[config.mk]
export PLATFORM = sky130hd
export DESIGN_NAME = tisaradc_deser_flat
export DESIGN_NICKNAME = d
export VERILOG_FILES = /design/src/rtl/tisaradc_deser_pkg.sv /design/src/rtl/tisaradc_deser_if.sv /design/src/rtl/tisaradc_deser_sync_fifo.sv /design/src/rtl/tisaradc_deser.sv /design/src/flat_wrapper.sv
export SDC_FILE = /design/constraint.sdc
export NUM_CORES = 1
export LEC_CHECK = 0
export ABC_CLOCK_PERIOD_IN_PS = 34900
export BUFFER_PORTS_ARGS = -buffer_cell sky130_fd_sc_hd__buf_2
export CORE_ASPECT_RATIO = 0.5
export CORE_UTILIZATION = 35
export DETAILED_ROUTE_END_ITERATION = 10
export GPL_TIMING_DRIVEN = 0
export PLACE_DENSITY = 0.51
export SETUP_SLACK_MARGIN = 0.15
export SLEW_MARGIN = 30
export SYNTH_ARGS = -nofsm -noshare
export SYNTH_HDL_FRONTEND = slang
export SYNTH_SLANG_ARGS = --single-unit
[constraint.sdc]
create_clock -name clock -period 34.9 [get_ports clock]
set_input_delay 1.745 -clock clock [delete_from_list [all_inputs] [get_ports clock]]
set_output_delay 1.745 -clock clock [all_outputs]
set_load 0.02 [all_outputs]
[src/rtl/tisaradc_deser_pkg.sv]
// rtl/tisaradc_deser_pkg.sv - shared constants, FSM state type and lane helpers
// Contents: ADC_WAYS, ADC_BITS, WORD_W, state_e {IDLE, FLUSH, RUN},
//           lane_slice(word, k), ob_to_tc(code)
package tisaradc_pkg;

  localparam int ADC_WAYS = 8;
  localparam int ADC_BITS = 9;
  localparam int WORD_W   = ADC_WAYS * ADC_BITS;

  typedef enum logic [1:0] {
    IDLE  = 2'd0,
    FLUSH = 2'd1,
    RUN   = 2'd2
  } state_e;

  // Lane k occupies bits [ADC_BITS*k +: ADC_BITS] of a packed word.
  function automatic logic [ADC_BITS-1:0] lane_slice(input logic [WORD_W-1:0] word,
                                                     input int k);
    return word[k*ADC_BITS +: ADC_BITS];
  endfunction

  // Offset binary to two's complement is just an MSB inversion.
  function automatic logic [ADC_BITS-1:0] ob_to_tc(input logic [ADC_BITS-1:0] code);
    return {~code[ADC_BITS-1], code[ADC_BITS-2:0]};
  endfunction

endpackage

[src/rtl/tisaradc_deser_if.sv]
// rtl/tisaradc_deser_if.sv - valid/ready output stream toward the DSP chain
// Signals: out_valid (head valid), out_ready (consumer accepts), out_data (W bits)
// Modports: master (producer side), slave (consumer side)
interface tisaradc_deser_if
  import tisaradc_pkg::*;
#(
  parameter int W = WORD_W
);

  logic         out_valid;
  logic         out_ready;
  logic [W-1:0] out_data;

  modport master (output out_valid, output out_data, input out_ready);
  modport slave  (input out_valid, input out_data, output out_ready);

endinterface

[src/rtl/tisaradc_deser_sync_fifo.sv]
// rtl/tisaradc_deser_sync_fifo.sv - synchronous FIFO, async active-high reset
// Ports: clock, reset, push/push_data (caller guarantees room or a same-cycle
//        pop), pop (caller guarantees not empty), pop_data (head, combinational
//        from storage), full, empty, level (0..DEPTH)
module tisaradc_sync_fifo #(
  parameter int WIDTH = 72,
  parameter int DEPTH = 4
) (
  input  logic                     clock,
  input  logic                     reset,
  input  logic                     push,
  input  logic [WIDTH-1:0]         push_data,
  input  logic                     pop,
  output logic [WIDTH-1:0]         pop_data,
  output logic                     full,
  output logic                     empty,
  output logic [$clog2(DEPTH):0]   level
);

  localparam int PTR_W = $clog2(DEPTH);
  localparam int LVL_W = PTR_W + 1;

  logic [WIDTH-1:0] mem_q [DEPTH];
  logic [WIDTH-1:0] mem_d [DEPTH];
  logic [PTR_W-1:0] wr_ptr_q, wr_ptr_d;
  logic [PTR_W-1:0] rd_ptr_q, rd_ptr_d;
  logic [LVL_W-1:0] level_q, level_d;

  // Storage is cleared on reset too, so no stale word can reappear.
  always_ff @(posedge clock or posedge reset) begin
    if (reset) begin
      mem_q    <= '{default: '0};
      wr_ptr_q <= '0;
      rd_ptr_q <= '0;
      level_q  <= '0;
    end else begin
      mem_q    <= mem_d;
      wr_ptr_q <= wr_ptr_d;
      rd_ptr_q <= rd_ptr_d;
      level_q  <= level_d;
    end
  end

  // Power-of-two depth: pointers wrap by natural overflow.
  always_comb begin
    mem_d    = mem_q;
    wr_ptr_d = wr_ptr_q;
    rd_ptr_d = rd_ptr_q;
    level_d  = level_q;
    if (push) begin
      mem_d[wr_ptr_q] = push_data;
      wr_ptr_d        = wr_ptr_q + PTR_W'(1);
    end
    if (pop) begin
      rd_ptr_d = rd_ptr_q + PTR_W'(1);
    end
    case ({push, pop})
      2'b10:   level_d = level_q + LVL_W'(1);
      2'b01:   level_d = level_q - LVL_W'(1);
      default: level_d = level_q;
    endcase
  end

  assign pop_data = mem_q[rd_ptr_q];
  assign full     = (level_q == LVL_W'(DEPTH));
  assign empty    = (level_q == '0);
  assign level    = level_q;

endmodule

[src/rtl/tisaradc_deser.sv]
// rtl/tisaradc_deser.sv - TI-SAR ADC capture, offset-binary to 2's complement, FIFO
// Ports: clock, reset (async, active-high), adc_in[71:0], enable,
//        out_if (master: out_valid/out_ready/out_data), running, fifo_level,
//        overflow_cnt, ovf_clr, sat_flags
// Optional: TISARADC_DESER_SATMON_EN builds the per-lane sticky saturation monitor.
module tisaradc_deser
  import tisaradc_pkg::*;
#(
  parameter int FIFO_DEPTH   = 4,
  parameter int FLUSH_CYCLES = 16,
  parameter int CNT_W        = 16
) (
  input  logic                        clock,
  input  logic                        reset,
  input  logic [WORD_W-1:0]           adc_in,
  input  logic                        enable,
  tisaradc_deser_if.master            out_if,
  output logic                        running,
  output logic [$clog2(FIFO_DEPTH):0] fifo_level,
  output logic [CNT_W-1:0]            overflow_cnt,
  input  logic                        ovf_clr,
  output logic [ADC_WAYS-1:0]         sat_flags
);

  localparam int FW = $clog2(FLUSH_CYCLES + 1);
  localparam logic [FW-1:0] FLUSH_LAST = FW'(FLUSH_CYCLES - 1);

  state_e               state_q, state_d;
  logic [FW-1:0]        flush_cnt_q, flush_cnt_d;
  logic [WORD_W-1:0]    capture_q, capture_d;
  logic [WORD_W-1:0]    conv_q, conv_d;
  logic                 conv_valid_q, conv_valid_d;
  logic [CNT_W-1:0]     ovf_cnt_q, ovf_cnt_d;
  logic                 fifo_full, fifo_empty;
  logic                 pop, push_ok, drop;

  // State register and datapath flops.
  always_ff @(posedge clock or posedge reset) begin
    if (reset) begin
      state_q      <= IDLE;
      flush_cnt_q  <= '0;
      capture_q    <= '0;
      conv_q       <= '0;
      conv_valid_q <= 1'b0;
      ovf_cnt_q    <= '0;
    end else begin
      state_q      <= state_d;
      flush_cnt_q  <= flush_cnt_d;
      capture_q    <= capture_d;
      conv_q       <= conv_d;
      conv_valid_q <= conv_valid_d;
      ovf_cnt_q    <= ovf_cnt_d;
    end
  end

  // Next-state logic.
  always_comb begin
    state_d     = state_q;
    flush_cnt_d = flush_cnt_q;
    case (state_q)
      IDLE: if (enable) state_d = FLUSH;
      FLUSH: begin
        if (!enable) begin
          state_d     = IDLE;
          flush_cnt_d = '0;
        end else if (flush_cnt_q == FLUSH_LAST) begin
          state_d     = RUN;
          flush_cnt_d = '0;
        end else begin
          flush_cnt_d = flush_cnt_q + FW'(1);
        end
      end
      RUN: if (!enable) state_d = IDLE;
      default: state_d = IDLE;
    endcase
  end

  // Output logic.
  always_comb begin
    running = (state_q == RUN);
  end

  // Capture is unconditional; the conversion stage is tagged valid only for
  // samples captured while in RUN, so the first word is the RUN-entry sample
  // and a sample captured on the last RUN cycle still lands in the FIFO.
  always_comb begin
    capture_d    = adc_in;
    conv_d       = '0;
    for (int k = 0; k < ADC_WAYS; k++) begin
      conv_d[k*ADC_BITS +: ADC_BITS] = ob_to_tc(lane_slice(capture_q, k));
    end
    conv_valid_d = (state_q == RUN);
  end

  assign pop     = out_if.out_valid && out_if.out_ready;
  assign push_ok = conv_valid_q && (!fifo_full || pop);
  assign drop    = conv_valid_q && !push_ok;

  // Clear wins over a same-cycle drop; count saturates at all-ones.
  always_comb begin
    ovf_cnt_d = ovf_cnt_q;
    if (ovf_clr) begin
      ovf_cnt_d = '0;
    end else if (drop && (ovf_cnt_q != '1)) begin
      ovf_cnt_d = ovf_cnt_q + CNT_W'(1);
    end
  end

  tisaradc_sync_fifo #(
    .WIDTH (WORD_W),
    .DEPTH (FIFO_DEPTH)
  ) u_fifo (
    .clock     (clock),
    .reset     (reset),
    .push      (push_ok),
    .push_data (conv_q),
    .pop       (pop),
    .pop_data  (out_if.out_data),
    .full      (fifo_full),
    .empty     (fifo_empty),
    .level     (fifo_level)
  );

  assign out_if.out_valid = !fifo_empty;
  assign overflow_cnt     = ovf_cnt_q;

`ifdef TISARADC_DESER_SATMON_EN
  logic [ADC_WAYS-1:0] sat_q, sat_d;

  always_ff @(posedge clock or posedge reset) begin
    if (reset) sat_q <= '0;
    else       sat_q <= sat_d;
  end

  // Raw offset-binary rail codes are all-zeros and all-ones.
  always_comb begin
    sat_d = sat_q;
    if (ovf_clr) begin
      sat_d = '0;
    end else if (state_q == RUN) begin
      for (int k = 0; k < ADC_WAYS; k++) begin
        if ((lane_slice(capture_q, k) == '0) || (lane_slice(capture_q, k) == '1)) begin
          sat_d[k] = 1'b1;
        end
      end
    end
  end

  assign sat_flags = sat_q;
`else
  assign sat_flags = '0;
`endif

endmodule
[src/flat_wrapper.sv]
// flat-port wrapper written by rule: the top's interface ports become plain ports
module tisaradc_deser_flat import tisaradc_pkg::*;
#(
  parameter int FIFO_DEPTH   = 4,
  parameter int FLUSH_CYCLES = 16,
  parameter int CNT_W        = 16
)
  (clock, reset, adc_in, enable, running, fifo_level, overflow_cnt, ovf_clr, sat_flags, out_if_out_valid, out_if_out_data, out_if_out_ready);
  tisaradc_deser_if out_if_i ();
  input  logic clock;
  input  logic reset;
  input  logic [WORD_W-1:0] adc_in;
  input  logic enable;
  output logic running;
  output logic [$clog2(FIFO_DEPTH):0] fifo_level;
  output logic [CNT_W-1:0] overflow_cnt;
  input  logic ovf_clr;
  output logic [ADC_WAYS-1:0] sat_flags;
  output wire logic [$bits(out_if_i.out_valid)-1:0] out_if_out_valid;
  output wire logic [$bits(out_if_i.out_data)-1:0] out_if_out_data;
  input wire logic [$bits(out_if_i.out_ready)-1:0] out_if_out_ready;
  assign out_if_out_valid = out_if_i.out_valid;
  assign out_if_out_data = out_if_i.out_data;
  assign out_if_i.out_ready = out_if_out_ready;
  tisaradc_deser #(.FIFO_DEPTH(FIFO_DEPTH), .FLUSH_CYCLES(FLUSH_CYCLES), .CNT_W(CNT_W)) u_core (.clock(clock), .reset(reset), .adc_in(adc_in), .enable(enable), .out_if(out_if_i), .running(running), .fifo_level(fifo_level), .overflow_cnt(overflow_cnt), .ovf_clr(ovf_clr), .sat_flags(sat_flags));
endmodule
-- After elaboration in Yosys (flattened, before gate mapping)
Cells that the tools add are included.
- bits in registers: 463
- reductions and logical operators: 14
- bitwise gates (word level): 10
- eq/ne operators: 10
- multiplexer cells: 16
- $add $sub $neg: 6
- magnitude comparators: 3
- operators by type and width (kind ; number):
    288-bit bitwise mux ; 1
    72-bit 2-to-1 mux ; 3
    72-bit binary-select mux with 2-bit select ; 1
    72-bit demux with 2-bit select ; 1
    16-bit 2-to-1 mux ; 2
    16-bit by 1-bit adder with 16-bit output (second input constant) ; 1
    16-bit != test (second input constant) ; 1
    5-bit 2-to-1 mux ; 2
    2-bit 2-to-1 mux ; 4
    1-bit NOT ; 8
    3-bit >= comparator (second input constant) ; 2
    2-bit NOT with 3-bit output ; 2
    2-bit case mux with 3 select lines ; 1
    3-bit case mux with 2 select lines ; 1
    5-bit by 1-bit adder with 5-bit output (second input constant) ; 1
    5-bit by 4-bit == test with 1-bit output (second input constant) ; 1
    1-bit logical AND ; 5
    2-bit by 1-bit adder with 2-bit output (second input constant) ; 2
    2-bit by 1-bit == test with 1-bit output (second input constant) ; 2
    2-bit == test (second input constant) ; 2
    2-bit != test (second input constant) ; 2
    2-bit nonzero test ; 2
    3-bit by 1-bit adder with 3-bit output (second input constant) ; 1
    3-bit == test (second input constant) ; 1
    other kinds (8) ; 10

-- Depth between registers and ports, before layout
Gate-level depths: netlist of run 1.
- word-level depth: 10
- mapped depth: 10

-- Cells and area by module
A second synthesis of run 1 with hierarchy kept.
- cell total of the unflattened synthesis: 1035
- area total of the unflattened synthesis: 17974.7 sq um
- by module, submodules not included (module ; seq. area each (sq um) ; cells each ; area an instance (sq um) ; instances):
    tisaradc_sync_fifo ; 7382.1 ; 730 ; 12964.9 ; 1
    tisaradc_deser ; 4204.0 ; 305 ; 5009.8 ; 1

-- Least setup slack after synthesis of run 1
No wires, ideal clock.
- path type: input port to flip-flop
- start: input port out_if_out_ready
- end: register u_core.u_fifo.level_q[2], in the netlist u_core.u_fifo.level[2]
- stages on the path: 10
- arrival time: 3373 ps
- setup time: 80 ps
- path buffers: 1
- slack: 31447 ps
- required time: 34820 ps
- cells stage by stage: nor4b_4 > nor2b_1 > buf_2 > inv_1 > ha_1 > inv_1 > fa_1 > xor2_1 > nor2_1 > xor2_1
- cells in the longest elaborated chain, start to end: 5
- elaborated cells between the ends (all ways): 7
- ends and longest elaborated chain (what ; RTL line ; text):
    start, declared ; flat_wrapper.sv:21 ; input wire logic [$bits(out_if_i.out_ready)-1:0] out_if_out_ready;
    1-bit logical AND (*) ; tisaradc_deser.sv:95 ; assign pop = out_if.out_valid && out_if.out_ready;
    1-bit logical OR ; tisaradc_deser.sv:96 ; assign push_ok = conv_valid_q && (!fifo_full || pop);
    1-bit logical AND ; tisaradc_deser.sv:96 ;
    2-bit by 1-bit == test with 1-bit output / 2-bit == test (equally long branches) ; tisaradc_deser_sync_fifo.sv:57 ; case ({push, pop})
    3-bit case mux with 2 select lines / 2-bit nonzero test (equally long branches) ; -- ;
    end signal, assigned ; tisaradc_deser_sync_fifo.sv:40 ; level_q <= level_d;
    end, declared ; tisaradc_deser_sync_fifo.sv:27 ; logic [LVL_W-1:0] level_q, level_d;
Mark *: on every way between the ends. The rest lies on a longest branch, timed or not.
A chain may end at the register's enable or synchronous reset.

-- Final worst setup path of run 1
- start: register u_core.u_fifo.rd_ptr_q[1]
- end: output port out_if_out_data[7]
- cells in the longest elaborated chain, start to end: 4
- ends and longest elaborated chain (what ; RTL line ; text):
    start, declared ; tisaradc_deser_sync_fifo.sv:26 ; logic [PTR_W-1:0] rd_ptr_q, rd_ptr_d;
    start signal, assigned ; tisaradc_deser_sync_fifo.sv:39 ; rd_ptr_q <= rd_ptr_d;
    2-bit NOT with 3-bit output (not written as such) ; tisaradc_deser_sync_fifo.sv:64 ; assign pop_data = mem_q[rd_ptr_q];
    72-bit binary-select mux with 2-bit select ; tisaradc_deser_sync_fifo.sv:64 ;
    72-bit 2-to-1 mux (not written as such) (2 in a row) ; tisaradc_deser_sync_fifo.sv:64 ;
    end, declared ; flat_wrapper.sv:20 ; output wire logic [$bits(out_if_i.out_data)-1:0] out_if_out_data;
No other way between the ends. The select of a mux whose other input is x is not followed.

==> results of run 1 <==
-- state kept, by name, indices dropped and copies added, names as in the netlist --
signal / count
u_core.capture_q: 72
u_core.u_fifo.level: 3
u_core.overflow_cnt: 16
u_core.state_q: 2
u_core.u_fifo.mem_q: 288
u_core.conv_q: 72
u_core.u_fifo.rd_ptr_q: 2
u_core.conv_valid_q: 1
u_core.flush_cnt_q: 5
u_core.u_fifo.wr_ptr_q: 2
-- final timing paths --
check                                     endpoint  slack (ns)  cells after the start
setup reg to reg            u_core.u_fifo.level[2]       32.36                     10
setup / recovery                out_if_out_data[7]       30.27                      5
max in group asynchronous  u_core.u_fifo.mem_q[16]       32.40                      4
hold / removal                   u_core.conv_q[29]        0.34                      0
hold reg to reg                  u_core.conv_q[29]        0.34                      0
min in group asynchronous        u_core.conv_q[54]        1.30                      2
-- power by group through the flow --
stage | combinational [uW] | sequential, uW | clock (uW)
2_1_floorplan | 118 | 578 | 0
3_3_place_gp | 174 | 579 | 0
3_5_place_dp | 178 | 579 | 0
4_1_cts | 179 | 569 | 513
5_1_grt | 187 | 572 | 534
6_report | 172 | 569 | 495
-- cells in the mapped netlist (8+ instances only) --
library cell / count / area share, %
a21oi_1: 16 / 0.45
buf_2: 10 / 0.28
buf_4: 36 / 1.5
clkbuf_1: 8 / 0.17
dfrtp_1: 463 / 65
inv_1: 17 / 0.36
mux2_1: 26 / 1.6
mux2_2: 263 / 17
mux4_2: 72 / 9.1
nand2_1: 14 / 0.30
nand3_1: 11 / 0.31
o21ai_0: 8 / 0.23
o31ai_1: 8 / 0.34
or3_1: 8 / 0.28
-- logic make-up after synthesis --
| group | after synthesis | synth area share [%] |
|---|---|---|
| flops | 463 | 65.1 |
| simple gates | 83 | 2.74 |
| fa+ha+maj | 8 | 0.605 |
| other cells | 1 | 0.0211 |
| compound gates | 37 | 1.24 |
| xor+xnor | 6 | 0.295 |
| mux | 363 | 27.5 |
| buf+inv | 75 | 2.45 |
-- metrics by stage --
| stage | power, uW | cell area (sq um) | utilization [%] | setup WS, ns | instances |
|---|---|---|---|---|---|
| 2_1_floorplan | 696 | 17800 | - | 20.24 | 1043 |
| 3_3_place_gp | 753 | 19500 | 39.5 | 15.86 | 1889 |
| 3_5_place_dp | 758 | 19700 | 39.8 | 30.73 | 1894 |
| 4_1_cts | 1260 | 21100 | 42.8 | 30.13 | 1971 |
| 5_1_grt | 1290 | 21100 | 42.9 | 30.06 | 1972 |
| 6_report | 1240 | 21100 | 42.9 | 30.27 | 1972 |
-- worst max-delay path, delay by kind of cell (launching register included) --
| kind | cells | cell delay [ns] |
|---|---|---|
| DFF | 1 | 0.31 |
| buffers and inverters | 4 | 1.60 |
| muxes | 1 | 0.44 |
-- cell type report --
class | count | area, sq um | area share, %
sequential | 463 | 11600 | 54.8
multi-input combinational | 505 | 5800 | 27.4
clock buffer | 66 | 1340 | 6.31
timing repair buffer | 173 | 978 | 4.63
tap | 678 | 848 | 4.01
buffer | 58 | 373 | 1.76
clock inverter | 11 | 158 | 0.745
inverter | 17 | 71.3 | 0.337
antenna | 1 | 2.50 | 0.0118
-- per-layer routing --
metal,vias up,part of all wire (%),wire length [um]
li1,4198,-,-
met1,5095,42,15700
met3,63,2.9,1090
met2,109,53,20100
met4,0,2.1,790
met5,-,0,0
==> key figures, run 1 <==
Outcome
  • Run status: completed

STA
  • Tmin final: 4.63 ns
  • TNS Setup: 0 ns
  • Max-slew violation count: 0
  • Worst clock skew: 0.0160 ns
  • Actual slew at the worst max-slew pin: 0.835 ns
  • Setup violators final: 0
  • Final Hold Fails: 0
  • RSZ-0062 raised after global routing: no
  • Period utilization: 13.3%
  • Slew HR: 44.3%
  • Post-Route Hold Slack: 0.343 ns
  • Peak Freq: 0.216 GHz

Routing
  • Routed WL: 37.7 mm
  • Iteration-0 DRC count of the detailed router: 386
  • Routed via count: 9465
  • Antenna Nets Post-Route: 0
  • WL per Instance: 19.1 um
  • DRC: 0
  • Vias/cell: 4.80
  • Drt first pass iters: 4

GRT
  • Total track usage: 15.0%
  • First-pass GRT wire length: 61.1 mm
  • Global-route met2 utilization: 27.6%
  • Remaining Overflow, GRT: 0
  • Largest net degree at the start of global routing: 94
  • Vias in the first global route: 10800
  • Met3 usage in global routing: 2.53%
  • Initial antenna violation count: 1
  • Met1 usage: 18.4%
  • Global route hottest layer: met2

Worst setup path
  • Cell mode on critical path: buf_2
  • Critical path launch point type: flop
  • WS Path Type: flop to primary output
  • Reg2Reg Launch Point: u_core.u_fifo.level[0]
  • CP max-delay cell: clkbuf_1
  • CP max FO: 10
  • CP Capture Type: primary output
  • Crit-path max cell delay: 0.66 ns
  • Cell Chain, Critical Path: buf_2 > buf_2 > clkbuf_1 > mux4_2 > buf_2
  • Worst EP required: 33.15 ns
  • Worst setup startpoint: u_core.u_fifo.rd_ptr_q[1]
  • Critical Path AT: 2.89 ns

Power
  • Part of the power in registers: 46.1%
  • Switching fraction of total power: 25.6%
  • Clock power share: 40.0%
  • Net Sw Power: 317 uW
  • Power Density: 58.4 nW/um^2
  • Leakage dissipation: 0.0105 uW
  • Combinational Power Share: 13.9%
  • P_int: 919 uW
  • Worst vdd ir: 0.0434 mV

Synth
  • Synthesized flop and latch total: 463
  • Syn Area/Cell: 17.2 sq um
  • Syn Inst Count: 1036
  • Yosys cell types: 41
  • Register area share after synthesis: 65.1%
  • Synth warnings: 0
  • Ys async rst share: 100%
  • Area of the mapped netlist: 17800 sq um
  • Dominant synthesized flop cell: dfrtp_1
  • Post-synth EDFFs: 0

Floorplanning
  • Initial Util: 36.1%
  • I/O Pins: 178
  • Die extent in y: 161 um
  • Chip width: 321 um
  • Core ar.: 49400 sq um
  • Row count: 57
  • Die area: 51800 sq um

Finish
  • Layout cells sized above 1: 48.8%
  • Nets: 1347
  • Most common cell after layout, fill and taps aside: dfrtp_1
  • Commonest non-fill, non-tap cells in the layout: dfrtp_1, mux2_2, buf_2
  • Fill count: 4462
  • Area grow syn2layout: 18.9%

Clock tree
  • CTS hold repair buffers: 0
  • Clock sinks: 463
  • Clock Tree Root: clkbuf_16
  • CTS tree: done
  • CTS H-tree lvls: 2
  • Worst skew pair latency: 0.55 ns
  • Postcts setup bufs: 0
  • PostCTS Resize Cnt: 0
  • Max Buffers Root-to-Sink: 3
  • CTS Buf Count: 44
  • Worst-path clk slew: 0.07 ns

Worst hold path
  • Worst hold path type: flop to flop
  • Hold_sp: u_core.capture_q[29]

Run
  • MaxCap Viol Count: 0

Place
  • Global placer's final weighted congestion: 0.742
  • DP HPWL: 24.6 mm
  • Port buffer count: 168
(Power assumes the default switching activity.)
==> run 2: changes to the inputs <==
--- a/config.mk
+++ b/config.mk
@@ -5,7 +5,8 @@
 export SDC_FILE = /design/constraint.sdc
 export NUM_CORES = 1
 export LEC_CHECK = 0
-export ABC_CLOCK_PERIOD_IN_PS = 34900
+export ABC_AREA = 1
+export ABC_CLOCK_PERIOD_IN_PS = 4400
 export BUFFER_PORTS_ARGS = -buffer_cell sky130_fd_sc_hd__buf_2
 export CORE_ASPECT_RATIO = 0.5
 export CORE_UTILIZATION = 35
==> constraint.sdc (replaced) <==
create_clock -name clock -period 4.4 [get_ports clock]
set_input_delay 0.22 -clock clock [delete_from_list [all_inputs] [get_ports clock]]
set_output_delay 0.22 -clock clock [all_outputs]
set_load 0.02 [all_outputs]
==> run 2 against run 1 <==
  * Cell count grew 60%
  * Clock skew grew 0.0032 ns
  * Critical path type unchanged
  * Via count grew 60%
  * Flip-flop and latch count unchanged
  * Core utilization is 1.0 points higher
  * Largest cell class unchanged
  * Critical path depth is 2 higher
  * Wire length grew 48%
  * Synthesized cell count up 98%
  * Total power increased to 11 times the previous value
  * Critical endpoint unchanged
  * Non-clock buffer count up 178
  * Highest routed layer unchanged
  * Die area rose by 12%
  * Synthesized area increased by 12%
==> key figures, run 2 <==
Synth
  • Mux contribution to synthesized area: 0% (-28 points)
  • Area of the mapped netlist: 19900 sq um (+12%)
  • Synth Area in Adders: 0.542% (-0.063 points)
  • Most common cell in the netlist: nand2_1
  • Compound-cell area share of the yosys netlist: 16.7% (+15 points)
  • Register area share after synthesis: 58.3% (-6.8 points)
  • Syn Inst Count: 2051 (+98%)
  • Synthesized flop and latch total: 463 (unchanged)
  • Share of the synthesized area in the top cell type: 58.3% (-6.8 points)
  • Simple-Gate Fraction of Synth Area: 17.4% (+15 points)
  • Synth area leader: dfrtp_1
  • Post-Synth XOR/XNOR Area: 0.655% (+0.36 points)
  • Post-synth top cells: nand2_1, dfrtp_1, o21ai_2
  • Synth warnings: 0 (unchanged)
  • Syn Area/Cell: 9.69 sq um (-44%)
  • Ys async rst share: 100% (unchanged)
  • Leading post-synthesis cells by cell area: dfrtp_1, nand2_1, o21ai_2
  • Yosys cell types: 39 (-4.9%)
  • Dominant synthesized flop cell: dfrtp_1
  • Post-synth EDFFs: 0 (unchanged)
  • Largest family of logic cells by synthesized area: simple AND/OR/NAND/NOR gates

STA
  • RSZ-0062 raised after global routing: no
  • Slew HR: 54.7% (+10 points)
  • Worst clock skew: 0.0192 ns (+0.00315 ns)
  • Peak Freq: 0.329 GHz
  • Max-slew violation count: 0 (unchanged)
  • Post-Route Hold Slack: 0.191 ns (-0.152 ns)
  • Period utilization: 69.1%
  • Actual slew at the worst max-slew pin: 0.680 ns (-0.155 ns)
  • TNS Setup: 0 ns (unchanged)
  • Final Hold Fails: 0 (unchanged)
  • Tmin final: 3.04 ns
  • Setup violators final: 0 (unchanged)

Clock tree
  • CTS tree: done
  • Worst skew pair latency: 0.57 ns (+0.02 ns)
  • PostCTS Resize Cnt: 0 (unchanged)
  • Clock sinks: 463 (unchanged)
  • Max Buffers Root-to-Sink: 3 (unchanged)
  • Clock Tree Root: clkbuf_16
  • CTS hold repair buffers: 75 (+75)
  • CTS Buf Count: 45 (+2.3%)
  • Postcts setup bufs: 0 (unchanged)
  • Worst-path clk slew: 0.06 ns (about the same)
  • CTS H-tree lvls: 2 (unchanged)

GRT
  • First-pass GRT wire length: 87.7 mm (+44%)
  • Total track usage: 19.5% (+4.4 points)
  • Initial antenna violation count: 0 (-1)
  • Largest net degree at the start of global routing: 31 (-67%)
  • Remaining Overflow, GRT: 0 (unchanged)
  • Vias in the first global route: 14800 (+36%)

Finish
  • Most flop-heavy register: u_core.u_fifo.mem_q
  • Max reg flops: 288 (unchanged)
  • Post-Layout Cell Count: 3160 (+60%)
  • Commonest non-fill, non-tap cells in the layout: nand2_1, dfrtp_1, buf_2
  • Ant. Diodes: 0 (-1)
  • Fill count: 5400 (+21%)
  • Nets: 2454 (+82%)
  • Area grow syn2layout: 23.1%
  • Multi-input gate area: 7040 sq um (+21%)
  • Layout cells sized above 1: 23.1% (-26 points)
  • Top Registers: u_core.u_fifo.mem_q: 288 flops, u_core.capture_q: 72 flops, u_core.conv_q: 72 flops
  • Most common cell after layout, fill and taps aside: nand2_1
  • Design Area, Final: 24500 sq um (+16%)
  • Register area: 11600 sq um (unchanged)

Worst setup path
  • CP max-delay cell: dfrtp_1
  • Critical path launch point type: flop
  • Crit-path max cell delay: 0.43 ns (-0.23 ns)
  • WS Path Type: flop to primary output
  • Cell Chain, Critical Path: buf_4 > inv_2 > buf_2 > buf_2 > nor2_1 > o22ai_1 > buf_2
  • CP max FO: 10 (unchanged)
  • CP Capture Type: primary output
  • Cell mode on critical path: buf_2
  • Critical Path AT: 2.82 ns (-0.07 ns)
  • Largest delay contributor family on the critical path: buffers and inverters
  • WP buf/inv: 5 (+1)
  • Worst EP required: 4.18 ns (-28.97 ns)

Run
  • MaxCap Viol Count: 0 (unchanged)

Place
  • DP HPWL: 37.6 mm (+53%)
  • Port buffer count: 169 (+0.60%)
  • Global placer's final weighted congestion: 0.823 (+11%)
  • Cell total after placement: 3003 (+59%)
  • Placed instance area: 22100 sq um (+13%)

Floorplanning
  • Die extent in y: 170 um (+5.6%)
  • Row count: 61 (+7.0%)
  • Die area: 57800 sq um (+12%)
  • Core ar.: 55800 sq um (+13%)
  • I/O Pins: 178 (unchanged)
  • Initial Util: 35.6% (-0.44 points)
  • Chip width: 339 um (+5.6%)

Routing
  • Routed WL: 55.7 mm (+48%)
  • WL per Instance: 17.6 um (-7.8%)
  • Routed via count: 15200 (+60%)
  • Vias/cell: 4.80 (about the same)
  • DRC: 0 (unchanged)
  • Iteration-0 DRC count of the detailed router: 947 (+150%)
  • Drt first pass iters: 5 (+1)
  • Antenna Nets Post-Route: 0 (unchanged)

Outcome
  • Run status: completed

Power
  • Power Density: 539 nW/um^2 (+820%)
  • Leakage dissipation: 0.0125 uW (+19%)
  • Worst vdd ir: 0.280 mV (+550%)
  • Pwr Total: 13200 uW (+970%)

Worst hold path
  • Worst hold path type: primary input to flop
## run 2: changes by cell type in the layout (fill, tap and decap cells not counted), moves of 72 or more
cell and delta:
o21ai_0 +154, nand2_1 +626, o21ai_1 +112, nor2_1 +157, mux2_2 -263, dlygate4sd3_1 +75, o21ai_2 +164, mux4_2 -72
o22ai_1 +72
## run 2: cell type report
class	count	area share, %
tap	756	3.87
clock buffer	64	5.44
multi-input combinational	1406	28.8
timing repair buffer	264	8.35
clock inverter	18	1.02
inverter	44	0.690
buffer	145	4.53
sequential	463	47.4
## run 2: worst reg2reg max path, stage by stage, from the launching register on
cell and delay [ns]:
dfrtp_1 0.43, nor2_4 0.20, nand2_4 0.09, nand2_8 0.17, buf_8 0.24, buf_8 0.18, ha_1 0.15, inv_1 0.07
fa_1 0.38, a21oi_1 0.14, o21ai_0 0.10, xor2_1 0.15
## run 2: final timing paths
check	to	startpoint	slack [ns]	cells past startpoint
worst max-delay path	out_if_out_data[7]	u_core.u_fifo.rd_ptr_q[0]	1.36	7
worst min-delay path	u_core.overflow_cnt[10]	out_if_out_ready	0.19	6
worst max register to register	u_core.u_fifo.level[2]	u_core.u_fifo.level[1]	1.98	11
worst min register to register	u_core.conv_q[69]	u_core.capture_q[69]	0.34	0
max in group asynchronous	u_core.conv_q[52]	reset	2.69	8
min in group asynchronous	u_core.capture_q[16]	reset	0.28	3
## run 2: logic make-up after synthesis
logic type / after synthesis
adder cells (fa/ha/maj): 8
other: 1
XOR/XNOR: 14
buffers and inverters: 189
flip-flops: 463
AND/OR/NAND/NOR: 860
AO/OA/AOI/OAI: 516
## run 2: per-stage QoR
step / utilization (%) / setup WS [ns]
detailed placement: 39.7 / 1.85
global placement: 38.9 / -5.34
floorplan: - / -2.09
finish: 43.9 / 1.36
CTS: 43.9 / 1.33
global route: 43.9 / 1.27
## run 2: per-layer routing
layer | share of wire, % | vias up | wire (um) | GRT usage, %
met3 | 4.5 | 74 | 2490 | 3.19
met1 | 47 | 7368 | 26300 | 27.7
met5 | 0 | - | 0 | 0
met2 | 47 | 308 | 26000 | 31.3
met4 | 1.7 | 0 | 921 | 4.15
li1 | - | 7404 | - | -
## run 2: power breakdown
group	total, uW	internal (uW)	switching (uW)
registers	4740	4540	202
logic	4290	1230	3060
clock network	4150	2460	1690
==> run 3: changes to the inputs <==
--- a/config.mk
+++ b/config.mk
@@ -5,14 +5,14 @@
 export SDC_FILE = /design/constraint.sdc
 export NUM_CORES = 1
 export LEC_CHECK = 0
-export ABC_AREA = 1
-export ABC_CLOCK_PERIOD_IN_PS = 4400
+export ABC_AREA = 0
+export ABC_CLOCK_PERIOD_IN_PS = 2700
 export BUFFER_PORTS_ARGS = -buffer_cell sky130_fd_sc_hd__buf_2
 export CORE_ASPECT_RATIO = 0.5
 export CORE_UTILIZATION = 35
 export DETAILED_ROUTE_END_ITERATION = 10
 export GPL_TIMING_DRIVEN = 0
-export PLACE_DENSITY = 0.51
+export PLACE_DENSITY = 0.53
 export SETUP_SLACK_MARGIN = 0.15
 export SLEW_MARGIN = 30
 export SYNTH_ARGS = -nofsm -noshare
==> constraint.sdc (replaced) <==
create_clock -name clock -period 2.7 [get_ports clock]
set_input_delay 0.135 -clock clock [delete_from_list [all_inputs] [get_ports clock]]
set_output_delay 0.135 -clock clock [all_outputs]
set_load 0.02 [all_outputs]
==> run 3 against run 2 <==
  * Setup slack got worse by 1.0 ns
  * Clock power increased by 43%
  * Wire length decreased by 33%
  * Die area decreased by 10%
  * Clock skew decreased by 0.0077 ns
  * Critical path depth decreased by 2
  * Critical endpoint is now out_if_out_data[2]
  * Highest routed layer unchanged
==> key figures, run 3 (same netlist as run 1, synthesis figures left out) <==
Outcome
  • Run status: completed

STA
  • Tmin final: 2.38 ns
  • PnR worst setup slack: 0.319 ns (-1.04 ns)
  • Max-slew violation count: 0 (unchanged)
  • Setup violators final: 0 (unchanged)
  • Final Hold Fails: 0 (unchanged)
  • TNS Setup: 0 ns (unchanged)
  • RSZ-0062 raised after global routing: no
  • Worst clock skew: 0.0115 ns (-0.00774 ns)
  • Slew HR: 55.7% (+1.0 points)
  • Actual slew at the worst max-slew pin: 0.658 ns (-0.0216 ns)
  • Period utilization: 88.2%
  • Peak Freq: 0.420 GHz

Clock tree
  • Max Buffers Root-to-Sink: 3 (unchanged)
  • CTS H-tree lvls: 2 (unchanged)
  • CTS Buf Count: 43 (-4.4%)
  • Clock sinks: 463 (unchanged)
  • CTS tree: done
  • Worst-path clk slew: 0.06 ns (about the same)
  • Worst skew pair latency: 0.55 ns (-0.02 ns)
  • Clock Tree Root: clkbuf_16

Floorplanning
  • Row count: 57 (-6.6%)
  • I/O Pins: 178 (unchanged)
  • Core ar.: 49400 sq um (-12%)
  • Chip width: 321 um (-5.3%)
  • Initial Util: 36.1% (+0.44 points)
  • Die area: 51800 sq um (-10%)
  • Die extent in y: 161 um (-5.3%)

Worst setup path
  • R2R setup slack: 0.43 ns (-1.55 ns)
  • Crit-path max cell delay: 0.35 ns (-0.08 ns)
  • CP max FO: 10 (unchanged)
  • Cell mode on critical path: buf_2
  • CP max-delay cell: mux4_2
  • Critical Path AT: 2.25 ns (-0.57 ns)
  • CP Capture Type: primary output
  • Reg2Reg Launch Point: u_core.u_fifo.level[1]
  • Worst EP required: 2.57 ns (-1.61 ns)
  • WS Path Type: flop to primary output
  • Worst setup startpoint: u_core.u_fifo.rd_ptr_q[1]
  • Critical path launch point type: flop
  • Cell Chain, Critical Path: buf_2 > buf_6 > clkbuf_4 > mux4_2 > buf_2

Finish
  • Commonest non-fill, non-tap cells in the layout: dfrtp_1, mux2_2, buf_2
  • Nets: 1434 (-42%)
  • Most flop-heavy register: u_core.u_fifo.mem_q
  • Multi-input gate area: 5800 sq um (-18%)
  • Layout cells sized above 1: 47.1% (+24 points)
  • Ant. Diodes: 0 (unchanged)
  • Fill count: 4424 (-18%)
  • Design Area, Final: 22000 sq um (-9.9%)
  • Max reg flops: 288 (unchanged)
  • Post-Layout Cell Count: 2059 (-35%)
  • Area grow syn2layout: 23.9%
  • Register area: 11600 sq um (unchanged)
  • Most common cell after layout, fill and taps aside: dfrtp_1
  • Top Registers: u_core.u_fifo.mem_q: 288 flops, u_core.capture_q: 72 flops, u_core.conv_q: 72 flops

Power
  • Worst vdd ir: 0.478 mV (+71%)
  • Leakage dissipation: 0.0108 uW (-13%)
  • Pwr Total: 15700 uW (+19%)
  • Power Density: 711 nW/um^2 (+32%)

GRT
  • Met1 usage: 18.8% (-8.9 points)
  • First-pass GRT wire length: 61.2 mm (-30%)
  • Met3 usage in global routing: 2.53% (-0.66 points)
  • Global-route met2 utilization: 27.4% (-3.9 points)
  • Initial antenna violation count: 0 (unchanged)
  • Remaining Overflow, GRT: 0 (unchanged)
  • Largest net degree at the start of global routing: 34 (+9.7%)
  • Global route hottest layer: met2
  • Total track usage: 15.1% (-4.4 points)
  • Vias in the first global route: 11000 (-25%)

Place
  • Place WS: 0.0581 ns (-1.79 ns)
  • Placed instance area: 19900 sq um (-10%)
  • DP HPWL: 25.1 mm (-33%)
  • Global placer's final weighted congestion: 0.766 (-6.9%)
  • Port buffer count: 168 (-0.59%)
  • Cell total after placement: 1906 (-37%)

Routing
  • Antenna Nets Post-Route: 0 (unchanged)
  • Drt first pass iters: 4 (-1)
  • Routed WL: 37.5 mm (-33%)
  • DRC: 0 (unchanged)
  • WL per Instance: 18.2 um (+3.2%)
  • Routed via count: 9821 (-35%)
  • Vias/cell: 4.77 (-0.54%)
  • Iteration-0 DRC count of the detailed router: 344 (-64%)

Worst hold path
  • Worst hold path type: primary input to flop
  • Hold_sp: out_if_out_ready

Run
  • MaxCap Viol Count: 0 (unchanged)
## run 3: changes by cell type in the layout (fill, tap and decap cells not counted), moves of 38 or more
cell	delta
mux2_2	+263
o21ai_2	-164
buf_2	-43
o21ai_1	-112
mux4_2	+72
o22ai_1	-72
nor2_1	-157
o21ai_0	-154
nand2_1	-626
clkbuf_1	-38
## run 3: per-layer routing
layer / vias to the layer above / part of all wire [%] / wire length [um]
li1: 4384 / - / -
met1: 5246 / 42 / 15700
met2: 129 / 53 / 20000
met3: 62 / 3.0 / 1120
met4: 0 / 1.9 / 707
met5: - / 0 / 0
## run 3: layout make-up
type	count	area share, %
plain buffers	58	1.83
clock buffers	59	5.43
clock inverters	18	0.738
inverters	17	0.307
multi-input cells	505	26.3
flip-flops and latches	463	52.6
well taps	678	3.85
repair buffers	261	8.97
## run 3: worst max-delay path, delay by kind of cell (launching register included)
family                 cells  cell delay, ns
multiplexers               1            0.35
buffers and inverters      4            1.03
flip-flops                 1            0.31
## run 3: timing repair
action	CTS	global route
hold buffers	75	0
setup endpoints to repair	107	9
setup buffers	1	0
gates resized for setup	15	1
endpoints found under the hold margin	175	0
pin swaps	1	0
## run 3: worst paths after layout
| kind | cells after the start | end |
|---|---|---|
| setup reg to reg | 10 | u_core.u_fifo.level[2] |
| hold / removal | 3 | u_core.u_fifo.rd_ptr_q[0] |
| max in group asynchronous | 8 | u_core.u_fifo.mem_q[125] |
| min in group asynchronous | 3 | u_core.capture_q[12] |
| setup / recovery | 5 | out_if_out_data[2] |
| hold reg to reg | 0 | u_core.conv_q[1] |
## run 3: power by group
| group | switching (uW) | total, uW | internal, uW |
|---|---|---|---|
| logic | 1320 | 2360 | 1040 |
| clock network | 2620 | 5940 | 3320 |
| registers | 168 | 7360 | 7190 |
| total | 4110 | 15700 | 11600 |
## run 3: metrics by stage
stage / hold WS (ns) / util, %
floorplan: 0.166 / -
global placement: 0.242 / 39.5
detailed placement: 0.205 / 40.3
CTS: 0.00685 / 44.6
global route: 0.0523 / 44.7
finish: 0.0338 / 44.7
